$ cat config.mk
export PLATFORM = sky130hd
export DESIGN_NAME = tt_sweep_ctrl_flat
export DESIGN_NICKNAME = d
export VERILOG_FILES = /design/src/rtl/tt_sweep_ctrl_if.sv /design/src/rtl/tt_sweep_ctrl.sv /design/src/flat_wrapper.sv
export SDC_FILE = /design/constraint.sdc
export NUM_CORES = 1
export LEC_CHECK = 0
export BUFFER_PORTS_ARGS = -buffer_cell sky130_fd_sc_hd__buf_2
export CAP_MARGIN = 0
export CORE_MARGIN = 8
export CORE_UTILIZATION = 40
export CTS_CLUSTER_SIZE = 25
export DETAILED_ROUTE_END_ITERATION = 7
export PLACE_DENSITY_LB_ADDON = 0.05
export SLEW_MARGIN = 20
export SYNTH_ARGS = -nofsm -noshare
export SYNTH_HDL_FRONTEND = slang
export SYNTH_SLANG_ARGS = --single-unit
$ cat constraint.sdc
create_clock -name clk -period 4.5 [get_ports clk]
set_input_delay 0.9 -clock clk [delete_from_list [all_inputs] [get_ports clk]]
set_output_delay 0.9 -clock clk [all_outputs]
set_load 0.01 [all_outputs]
$ cat src/rtl/tt_sweep_ctrl_if.sv
// ---------------------------------------------------------------------------
// tt_sweep_ctrl_if
//   Bundles the request/observation signals between the truth-table sweep
//   controller and whatever drives and watches it (system logic or a bench).
//
//   Signals
//     start         1  request to begin a sweep
//     hold          1  pause the sweep while high
//     f_in          1  f returned from the function unit
//     x, y, z       1  vector presented to the function unit
//     busy          1  sweep in progress
//     done          1  one-cycle end-of-sweep pulse
//     pass          1  captured table matched the golden table
//     table_out     8  captured truth table
//     mismatch_cnt  4  number of vectors that differed from golden
//     fail_valid    1  at least one mismatch this sweep
//     fail_idx      3  first mismatching vector index
//
//   Modports
//     master  requester side: drives start/hold/f_in, observes the rest
//     slave   the sweep controller itself
// ---------------------------------------------------------------------------
interface tt_sweep_ctrl_if;
   logic       start;
   logic       hold;
   logic       f_in;
   logic       x;
   logic       y;
   logic       z;
   logic       busy;
   logic       done;
   logic       pass;
   logic [7:0] table_out;
   logic [3:0] mismatch_cnt;
   logic       fail_valid;
   logic [2:0] fail_idx;

   modport master (
      output start, hold, f_in,
      input  x, y, z, busy, done, pass, table_out, mismatch_cnt,
             fail_valid, fail_idx
   );

   modport slave (
      input  start, hold, f_in,
      output x, y, z, busy, done, pass, table_out, mismatch_cnt,
             fail_valid, fail_idx
   );
endinterface

$ cat src/rtl/tt_sweep_ctrl.sv
// ---------------------------------------------------------------------------
// tt_sweep_ctrl
//   Built-in self-test sequencer for the 3-input function unit
//   f = xy + yz + x'z. A sweep walks {x,y,z} through 000..111, holds each
//   vector for DWELL cycles so the unit can settle, samples f into a truth
//   table, and finally grades the table against the golden EXPECTED mask.
//
//   Parameters
//     DWELL     cycles each vector is held before sampling (1..255)
//     EXPECTED  golden truth table, bit i = f for {x,y,z} = i
//
//   Ports
//     clk   rising-edge clock
//     rst   asynchronous active-high reset
//     bus   tt_sweep_ctrl_if.slave (start/hold/f_in in; vector, status,
//           captured table and failure information out)
// ---------------------------------------------------------------------------
module tt_sweep_ctrl #(
   parameter int unsigned DWELL    = 4,
   parameter logic [7:0]  EXPECTED = 8'hCA
) (
   input  logic            clk,
   input  logic            rst,
   tt_sweep_ctrl_if.slave  bus
);

   typedef enum logic [1:0] {
      IDLE   = 2'd0,
      APPLY  = 2'd1,
      SAMPLE = 2'd2,
      DONE   = 2'd3
   } state_t;

   localparam logic [7:0] DWELL_RELOAD = 8'(DWELL - 1);

   state_t     r_state;
   state_t     w_nextState;

   logic [2:0] r_idx;
   logic [7:0] r_cnt;
   logic [7:0] r_table;
   logic [3:0] r_mismatchCnt;
   logic       r_failValid;
   logic [2:0] r_failIdx;
   logic       r_pass;

   logic       w_accept;
   logic       w_countDown;
   logic       w_sampleFire;
   logic       w_miss;
   logic [3:0] w_mismatchNext;

   // The mismatch decision and the post-sample count are needed both for the
   // counter update and for grading pass on the last vector, where the final
   // sample must already be included in the count.
   assign w_miss         = (bus.f_in != EXPECTED[r_idx]);
   assign w_mismatchNext = r_mismatchCnt + {3'b000, w_miss};

   // State register. Reset drops straight to IDLE from anywhere, which is
   // what aborts a sweep in flight without ever pulsing done.
   always_ff @(posedge clk or posedge rst) begin
      if (rst) begin
         r_state <= IDLE;
      end else begin
         r_state <= w_nextState;
      end
   end

   // Next-state decode and the strobes that steer the datapath. Start is only
   // honoured from IDLE or DONE so a request during a sweep cannot disturb it,
   // and hold only has meaning while a sweep is running. The exit after the
   // last vector is decoded from idx==7 rather than relying on idx wrapping.
   always_comb begin
      w_nextState  = r_state;
      w_accept     = 1'b0;
      w_countDown  = 1'b0;
      w_sampleFire = 1'b0;
      case (r_state)
         IDLE: begin
            if (bus.start) begin
               w_accept    = 1'b1;
               w_nextState = APPLY;
            end
         end
         APPLY: begin
            if (!bus.hold) begin
               if (r_cnt == 8'd0) begin
                  w_nextState = SAMPLE;
               end else begin
                  w_countDown = 1'b1;
               end
            end
         end
         SAMPLE: begin
            if (!bus.hold) begin
               w_sampleFire = 1'b1;
               if (r_idx == 3'd7) begin
                  w_nextState = DONE;
               end else begin
                  w_nextState = APPLY;
               end
            end
         end
         DONE: begin
            if (bus.start) begin
               w_accept    = 1'b1;
               w_nextState = APPLY;
            end else begin
               w_nextState = IDLE;
            end
         end
         default: begin
            w_nextState = IDLE;
         end
      endcase
   end

   // Sweep datapath: vector index, dwell counter and the captured results.
   // An accepted start wipes the previous results on the same edge so the
   // table seen during a sweep only ever holds this sweep's samples. Each
   // sample records f, bumps the mismatch count, and latches the first
   // failing index only once per sweep. pass is graded on the edge that
   // enters DONE and then stays put until the next accepted start.
   always_ff @(posedge clk or posedge rst) begin
      if (rst) begin
         r_idx         <= 3'd0;
         r_cnt         <= 8'd0;
         r_table       <= 8'h00;
         r_mismatchCnt <= 4'd0;
         r_failValid   <= 1'b0;
         r_failIdx     <= 3'd0;
         r_pass        <= 1'b0;
      end else if (w_accept) begin
         r_idx         <= 3'd0;
         r_cnt         <= DWELL_RELOAD;
         r_table       <= 8'h00;
         r_mismatchCnt <= 4'd0;
         r_failValid   <= 1'b0;
         r_failIdx     <= 3'd0;
         r_pass        <= 1'b0;
      end else if (w_countDown) begin
         r_cnt <= r_cnt - 8'd1;
      end else if (w_sampleFire) begin
         r_table[r_idx] <= bus.f_in;
         if (w_miss) begin
            r_mismatchCnt <= w_mismatchNext;
            if (!r_failValid) begin
               r_failValid <= 1'b1;
               r_failIdx   <= r_idx;
            end
         end
         if (r_idx == 3'd7) begin
            r_pass <= (w_mismatchNext == 4'd0);
         end else begin
            r_idx <= r_idx + 3'd1;
            r_cnt <= DWELL_RELOAD;
         end
      end
   end

   // The vector output is the index itself, so it is 000 from reset, steps
   // immediately with the index, and naturally keeps its last value in IDLE.
   assign bus.x            = r_idx[2];
   assign bus.y            = r_idx[1];
   assign bus.z            = r_idx[0];
   assign bus.busy         = (r_state == APPLY) || (r_state == SAMPLE);
   assign bus.done         = (r_state == DONE);
   assign bus.pass         = r_pass;
   assign bus.table_out    = r_table;
   assign bus.mismatch_cnt = r_mismatchCnt;
   assign bus.fail_valid   = r_failValid;
   assign bus.fail_idx     = r_failIdx;

endmodule

$ cat src/flat_wrapper.sv
// flat-port wrapper written by rule: the top's interface ports become plain ports
module tt_sweep_ctrl_flat 
#(
   parameter int unsigned DWELL    = 4,
   parameter logic [7:0]  EXPECTED = 8'hCA
)
  (clk, rst, bus_start, bus_hold, bus_f_in, bus_x, bus_y, bus_z, bus_busy, bus_done, bus_pass, bus_table_out, bus_mismatch_cnt, bus_fail_valid, bus_fail_idx);
  tt_sweep_ctrl_if bus_i ();
  input  logic clk;
  input  logic rst;
  input wire logic [$bits(bus_i.start)-1:0] bus_start;
  input wire logic [$bits(bus_i.hold)-1:0] bus_hold;
  input wire logic [$bits(bus_i.f_in)-1:0] bus_f_in;
  output wire logic [$bits(bus_i.x)-1:0] bus_x;
  output wire logic [$bits(bus_i.y)-1:0] bus_y;
  output wire logic [$bits(bus_i.z)-1:0] bus_z;
  output wire logic [$bits(bus_i.busy)-1:0] bus_busy;
  output wire logic [$bits(bus_i.done)-1:0] bus_done;
  output wire logic [$bits(bus_i.pass)-1:0] bus_pass;
  output wire logic [$bits(bus_i.table_out)-1:0] bus_table_out;
  output wire logic [$bits(bus_i.mismatch_cnt)-1:0] bus_mismatch_cnt;
  output wire logic [$bits(bus_i.fail_valid)-1:0] bus_fail_valid;
  output wire logic [$bits(bus_i.fail_idx)-1:0] bus_fail_idx;
  assign bus_i.start = bus_start;
  assign bus_i.hold = bus_hold;
  assign bus_i.f_in = bus_f_in;
  assign bus_x = bus_i.x;
  assign bus_y = bus_i.y;
  assign bus_z = bus_i.z;
  assign bus_busy = bus_i.busy;
  assign bus_done = bus_i.done;
  assign bus_pass = bus_i.pass;
  assign bus_table_out = bus_i.table_out;
  assign bus_mismatch_cnt = bus_i.mismatch_cnt;
  assign bus_fail_valid = bus_i.fail_valid;
  assign bus_fail_idx = bus_i.fail_idx;
  tt_sweep_ctrl #(.DWELL(DWELL), .EXPECTED(EXPECTED)) u_core (.clk(clk), .rst(rst), .bus(bus_i));
endmodule
**Word-level counts from Yosys, hierarchy flattened**

Memories as Yosys holds them, arrays and structs flattened.
Cells that the tools add are included.

- Add/sub/neg operators: 3
- Multipliers: 0
- Div/mod/pow operators: 0
- Magnitude comparators: 2
- Equality and inequality tests: 13
- Shifts and indexed selects: 0
- Mux-type cells: 46
- Bitwise gates (word level): 0
- Reductions and logical operators: 17

Operators with widths:

| kind | number |
|---|---|
| $mux 8 | 7 |
| $mux 3 | 9 |
| $mux 1 | 18 |
| $mux 4 | 4 |
| $mux 2 | 5 |
| $reduce_and 3->1 | 3 |
| $bwmux 8 | 1 |
| $logic_not 8->1 | 1 |
| $ne 2x2->1 const B | 4 |
| $pmux 2 s4 | 1 |
| $reduce_and 4->1 | 2 |
| $sub 8x1->8 const B | 1 |
| $ne 2x1->1 const B | 3 |
| $reduce_bool 2->1 | 3 |
| $add 4x1->4 | 1 |
| $eq 2x2->1 const B | 2 |
| $logic_not 4->1 | 1 |
| $lt 3x4->1 const B | 1 |
| $reduce_and 2->1 | 2 |
| $add 3x1->3 const B | 1 |
| $demux 1 s3 | 1 |
| $eq 3x3->1 const B | 1 |
| $ge 3x1->1 const B | 1 |
| $ne 3x1->1 const B | 1 |
| 7 further kinds | 7 |

- Flip-flop bits (word level): 30
- Latch bits: 0
- RAM bits: 0
- ROM bits: 8
- Input port bits: 5
- Output and inout port bits: 22
- Memories kept: 1

Memory list:

| memory | depth | bits a word | read ports | clocked after memory_dff | wr ports | line | source |
|---|---|---|---|---|---|---|---|
| (no name shown) | 8 | 1 | 1 | 0 | 0 | tt_sweep_ctrl.sv:56 | `assign w_miss = (bus.f_in != EXPECTED[r_idx]);` |

**Logic depth before layout (Yosys ltp)**

- Word-level depth: 9
- Gate-level depth with buffers: 10

**Least setup slack after synthesis**

OpenSTA, ideal clock, no wires.

- Path kind: reg-to-reg
- Start point: reg u_core.r_idx[2]
- End point: reg u_core.r_pass, in the netlist u_core.bus.pass
- Arrival: 2.475 ns
- Required time: 4.380 ns
- Path slack: 1.905 ns
- Cell stages (with the launch flop): 11
- Buffers on the path: 1
- Period minus slack after synthesis: 2.595 ns
- Path through: dfrtp_1 > clkbuf_1 > mux2i_1 > xor2_1 > inv_1 > ha_1 > ha_1 > and2_1 > a21oi_1 > o22ai_1 > a41o_1

- Word-level cells in the longest chain between the ends: 9
- Elaborated cells between the ends (all ways): 12
- Classes of those cells: add/sub: 1; eq/ne: 2; mux: 5; reduce/logical: 3; memory: 1

RTL lines:

| what | line | source |
|---|---|---|
| start: declaration | tt_sweep_ctrl.sv:39 | `logic [2:0] r_idx;` |
| start signal: assignment | tt_sweep_ctrl.sv:155 | `r_idx <= r_idx + 3'd1;` |
| $mem_v2 8x1 | n/a |  |
| $mux 1 (not written as such) | tt_sweep_ctrl.sv:56 |  |
| $ne 1x1->1 | tt_sweep_ctrl.sv:56 |  |
| $add 4x1->4 | tt_sweep_ctrl.sv:57 | `assign w_mismatchNext = r_mismatchCnt + {3'b000, w_miss};` |
| $logic_not 4->1 | tt_sweep_ctrl.sv:153 | `r_pass <= (w_mismatchNext == 4'd0);` |
| $mux 1 | tt_sweep_ctrl.sv:152 | `if (r_idx == 3'd7) begin` |
| $mux 1 | tt_sweep_ctrl.sv:143 | `end else if (w_sampleFire) begin` |
| $mux 1 | tt_sweep_ctrl.sv:141 | `end else if (w_countDown) begin` |
| $mux 1 | tt_sweep_ctrl.sv:133 | `end else if (w_accept) begin` |
| end signal: assignment | tt_sweep_ctrl.sv:153 |  |
| end: declaration | tt_sweep_ctrl.sv:45 | `logic r_pass;` |

Several ways; a longest one is shown, not always the timed one. The select of a mux whose other input is x is not followed.
A chain may end at the register's enable or synchronous reset.

**Worst setup path after layout**

Same ends and word-level chain as after synthesis.

==> impl.org <==
** Status
- The flow ran to the end, and the final reports show no timing, DRC or antenna violations.

** Clock network
- CTS HTree Levels :: 2
- The tree is rooted in a sky130_fd_sc_hd__clkbuf_8.
- At the later pin of the worst-skew pair, clock insertion delay measures 0.29 ns.
- Number of CTS-inserted buffers :: 5
- Register clock-pin slew on the reported worst setup and hold paths :: 0.07 ns
- Once the clock tree was built, the resizer swapped 0 gates to a different size.
- Hold Buf Count CTS :: 0
- Number of post-CTS setup repair buffers :: 0
- TritonCTS built the clock tree.
- Maximum buffer depth of the clock tree :: 2
- Clk sinks :: 30

** Drt
- The routed layout has 1460 vias.
- Number of optimization iterations in the first detailed-route pass :: 4
- Starting DRC count in detailed routing :: 69
- The count of nets left with antenna violations once routing finished came out at 0.
- Routed Wire Length :: between 4 and 5 mm
- Count of unresolved DRC violations after routing :: 0
- After detailed routing, the number of vias per cell comes to about 5.7.
- Dividing the detail-routed wire length by the instance count gives about 16 microns.

** GRT
- Overall overflow remaining after global route :: 0
- First-pass GRT wire length :: 7.03 mm
- The initial antenna violation count came to 0.
- Total routing usage reported by global routing :: 0.134
- Entering global routing, the biggest net connects 31 pins.
- Via count of the first global-routing pass :: roughly 1500

** Timing
- Of the available clock period, the critical path in the final layout requires 0.604.
- Pins over their slew limit :: 0
- Setup violations remaining at the end of the flow were counted as 0.
- Across the routed clock network, the largest skew measured is 0.00930 ns.
- Accumulated negative setup slack :: 0 ns
- The tightest hold path in the finished design has a slack of 0.521 ns.
- The clock period could shrink to roughly 2.7 ns.
- Unrepaired setup endpoints after global routing :: false
- Measured against its own limit, the worst slew margin works out to 0.360.
- Final Hold Viols :: 0
- Achievable Freq :: between 300 and 400 MHz
- Worst-Margin Slew :: 0.953 ns

** Synth
- Counting flops and latches in the post-synthesis netlist gives 30.
- Yosys printed 0 warnings.
- A synthesized cell averages approximately 9.9 sq um.
- After synthesis the cells add up to 0.00176 sq mm.
- The number of nets in the synthesized netlist is 195.
- Count of unique library cells instantiated by Yosys :: 47
- By area the synthesized netlist is led by sky130_fd_sc_hd__dfrtp_1 43%, sky130_fd_sc_hd__ha_1 7.8%, sky130_fd_sc_hd__mux2i_1 7.4%.
- Fraction of registers with async set or reset after synthesis :: 1.00
- For this run, the register share of the synthesized area comes to 0.426.
- Synthesis produced a netlist whose cell count is 179.
- Post-synth EDFFs :: 0
- Cell accounting for the most synthesized area :: sky130_fd_sc_hd__dfrtp_1
- The share of synthesized area in the top cell type comes to 0.426.
- For this run, the leading register cell type out of synthesis is sky130_fd_sc_hd__dfrtp_1.

** Critical path
- Kind of end point of the critical path :: flip-flop
- By startpoint and endpoint, the worst setup path is classified as flip-flop to flip-flop.
- CP arrival :: between 2 and 3 ns
- Critical path required time :: 4.68 ns
- Startpoint Class :: flip-flop
- Of all nets on the critical path, the largest fanout is 12.

** Final layout
- Antenna diode count :: 0
- After the last flow step, the layout net total stands at roughly 220.
- Compared with the post-synthesis result, the final layout area differs by 15.5%.
- In the final layout, the share of cells above drive strength 1 is 0.194.

** Floorplan
- Floorplan die area :: 0.00679 sq mm
- During I/O placement, the number of pins put on the boundary was 27.
- The initialized floorplan defines 24 standard-cell rows.
- Horizontal die dimension :: 82.4 microns
- Effective utilization at floorplan :: 0.411
- Die outline height :: 82.4 microns
- Placeable Area :: 0.00429 sq mm

** Pwr
- For this design the ratio of total power to cell area is 534 mW/mm^2.
- VDD sags by at most 0.000153 V.
- In this run the static leakage power is 1.05 nW.

** Place
- Placed wire-length estimate after detailed placement :: 2.87 mm
- Count of input and output buffers :: 26
- Routability-driven placement finished with a final weighted congestion of 0.765.

** Job
- The tool flagged a number of max-cap violations equal to 0.

** Min path
- Type of the tightest min-delay check :: flip-flop to flip-flop
## flip-flops by register name (all words and copies together) (netlist names)
register and cells:
u_core.bus.fail_idx 3, u_core.bus.fail_valid 1, u_core.bus.mismatch_cnt 4, u_core.bus.pass 1
u_core.bus.table_out 8, u_core.r_cnt 8, u_core.r_idx 3, u_core.r_state 2
## through the flow
stage | utilization | total power, W | std cells | area [sq um] | setup WS (ns)
after floorplan | - | 0.000703 | 179 | 1760 | 1.90
final | 0.474 | 0.00109 | 258 | 2040 | 1.78
after CTS | 0.474 | 0.00111 | 258 | 2040 | 1.79
after global routing | 0.474 | 0.00117 | 258 | 2040 | 1.55
after detailed placement | 0.449 | 0.000819 | 250 | 1930 | 1.64
after global placement | 0.449 | 0.000804 | 250 | 1930 | 1.73
## worst max-delay path, cell delays in order, from the launching register on
cell and delay, ns:
sky130_fd_sc_hd__dfrtp_1 0.59, sky130_fd_sc_hd__mux2i_1 0.26, sky130_fd_sc_hd__xor2_1 0.44, sky130_fd_sc_hd__inv_1 0.20, sky130_fd_sc_hd__ha_1 0.26, sky130_fd_sc_hd__ha_1 0.21
sky130_fd_sc_hd__and2_1 0.17, sky130_fd_sc_hd__a21oi_1 0.14, sky130_fd_sc_hd__o22ai_1 0.09, sky130_fd_sc_hd__a41o_1 0.23
## layout make-up
| cell class | count | area, sq um |
|---|---|---|
| Fill cell | 418 | 2260 |
| Multi-Input combinational cell | 133 | 945 |
| Sequential cell | 30 | 751 |
| Timing Repair Buffer | 27 | 138 |
| Clock buffer | 5 | 68.8 |
| Tap cell | 52 | 65.1 |
| Clock inverter | 3 | 40.0 |
| Inverter | 8 | 30.0 |
## Yosys cell counts, drive strengths merged (3+ instances only)
library cell and count:
a21o 4, a21oi 9, a31oi 6, and2 3
clkbuf 6, dfrtp 30, ha 11, inv 8
mux2i 13, nand2 22, nand2b 6, nand4 5
nor2 7, nor3 3, nor4 4, o21ai 3
o31ai 4, or3 3
## power breakdown
part	total [W]	switching, W	internal [W]
combinational	0.000445	0.000291	0.000154
clock	0.000273	0.000111	0.000163
sequential	0.000370	0.0000576	0.000312
total	0.00109	0.000459	0.000629
## final timing paths
check	from	to	slack, ns	cells past startpoint
max in group asynchronous	rst	u_core.r_idx[0]	3.53	3
hold reg to reg	u_core.bus.fail_idx[2]	u_core.bus.fail_idx[2]	0.52	2
hold / removal	u_core.bus.fail_idx[2]	u_core.bus.fail_idx[2]	0.52	2
min in group asynchronous	rst	u_core.r_cnt[1]	0.68	3
setup reg to reg	u_core.r_idx[2]	u_core.bus.pass	1.78	9
setup / recovery	u_core.r_idx[2]	u_core.bus.pass	1.78	9
## metal layers
metal	vias to the layer above	track usage	part of all wire
li1	707	-	-
met1	718	0.154	0.46
met2	31	0.231	0.48
met3	4	0.0346	0.053
met4	0	0.0526	0.012
met5	-	0	0
## cell families (layout without fill, tap and decap cells)
group	after synthesis	count (layout)	synth area share
AO/OA/AOI/OAI	41	41	0.164
multiplexers	14	14	0.0801
AND/OR/NAND/NOR	66	66	0.209
adder cells (fa/ha/maj)	11	11	0.0780
flip-flops	30	30	0.426
buffers and inverters	16	43	0.0390
XOR/XNOR	1	1	0.00497
## cell usage in the layout, fill, tap and decap left out, types with 4 or more instances in the layout
master	n
sky130_fd_sc_hd__buf_2	26
sky130_fd_sc_hd__dfrtp_1	30
sky130_fd_sc_hd__nand2_1	22
sky130_fd_sc_hd__a21o_1	4
sky130_fd_sc_hd__a31oi_1	6
sky130_fd_sc_hd__inv_1	8
sky130_fd_sc_hd__mux2i_1	13
sky130_fd_sc_hd__nand2b_1	6
sky130_fd_sc_hd__o31ai_1	4
sky130_fd_sc_hd__ha_1	11
sky130_fd_sc_hd__clkbuf_8	5
sky130_fd_sc_hd__nand4_1	5
sky130_fd_sc_hd__a21oi_1	9
sky130_fd_sc_hd__nor2_1	7
Power figures use the tool's default switching activity.
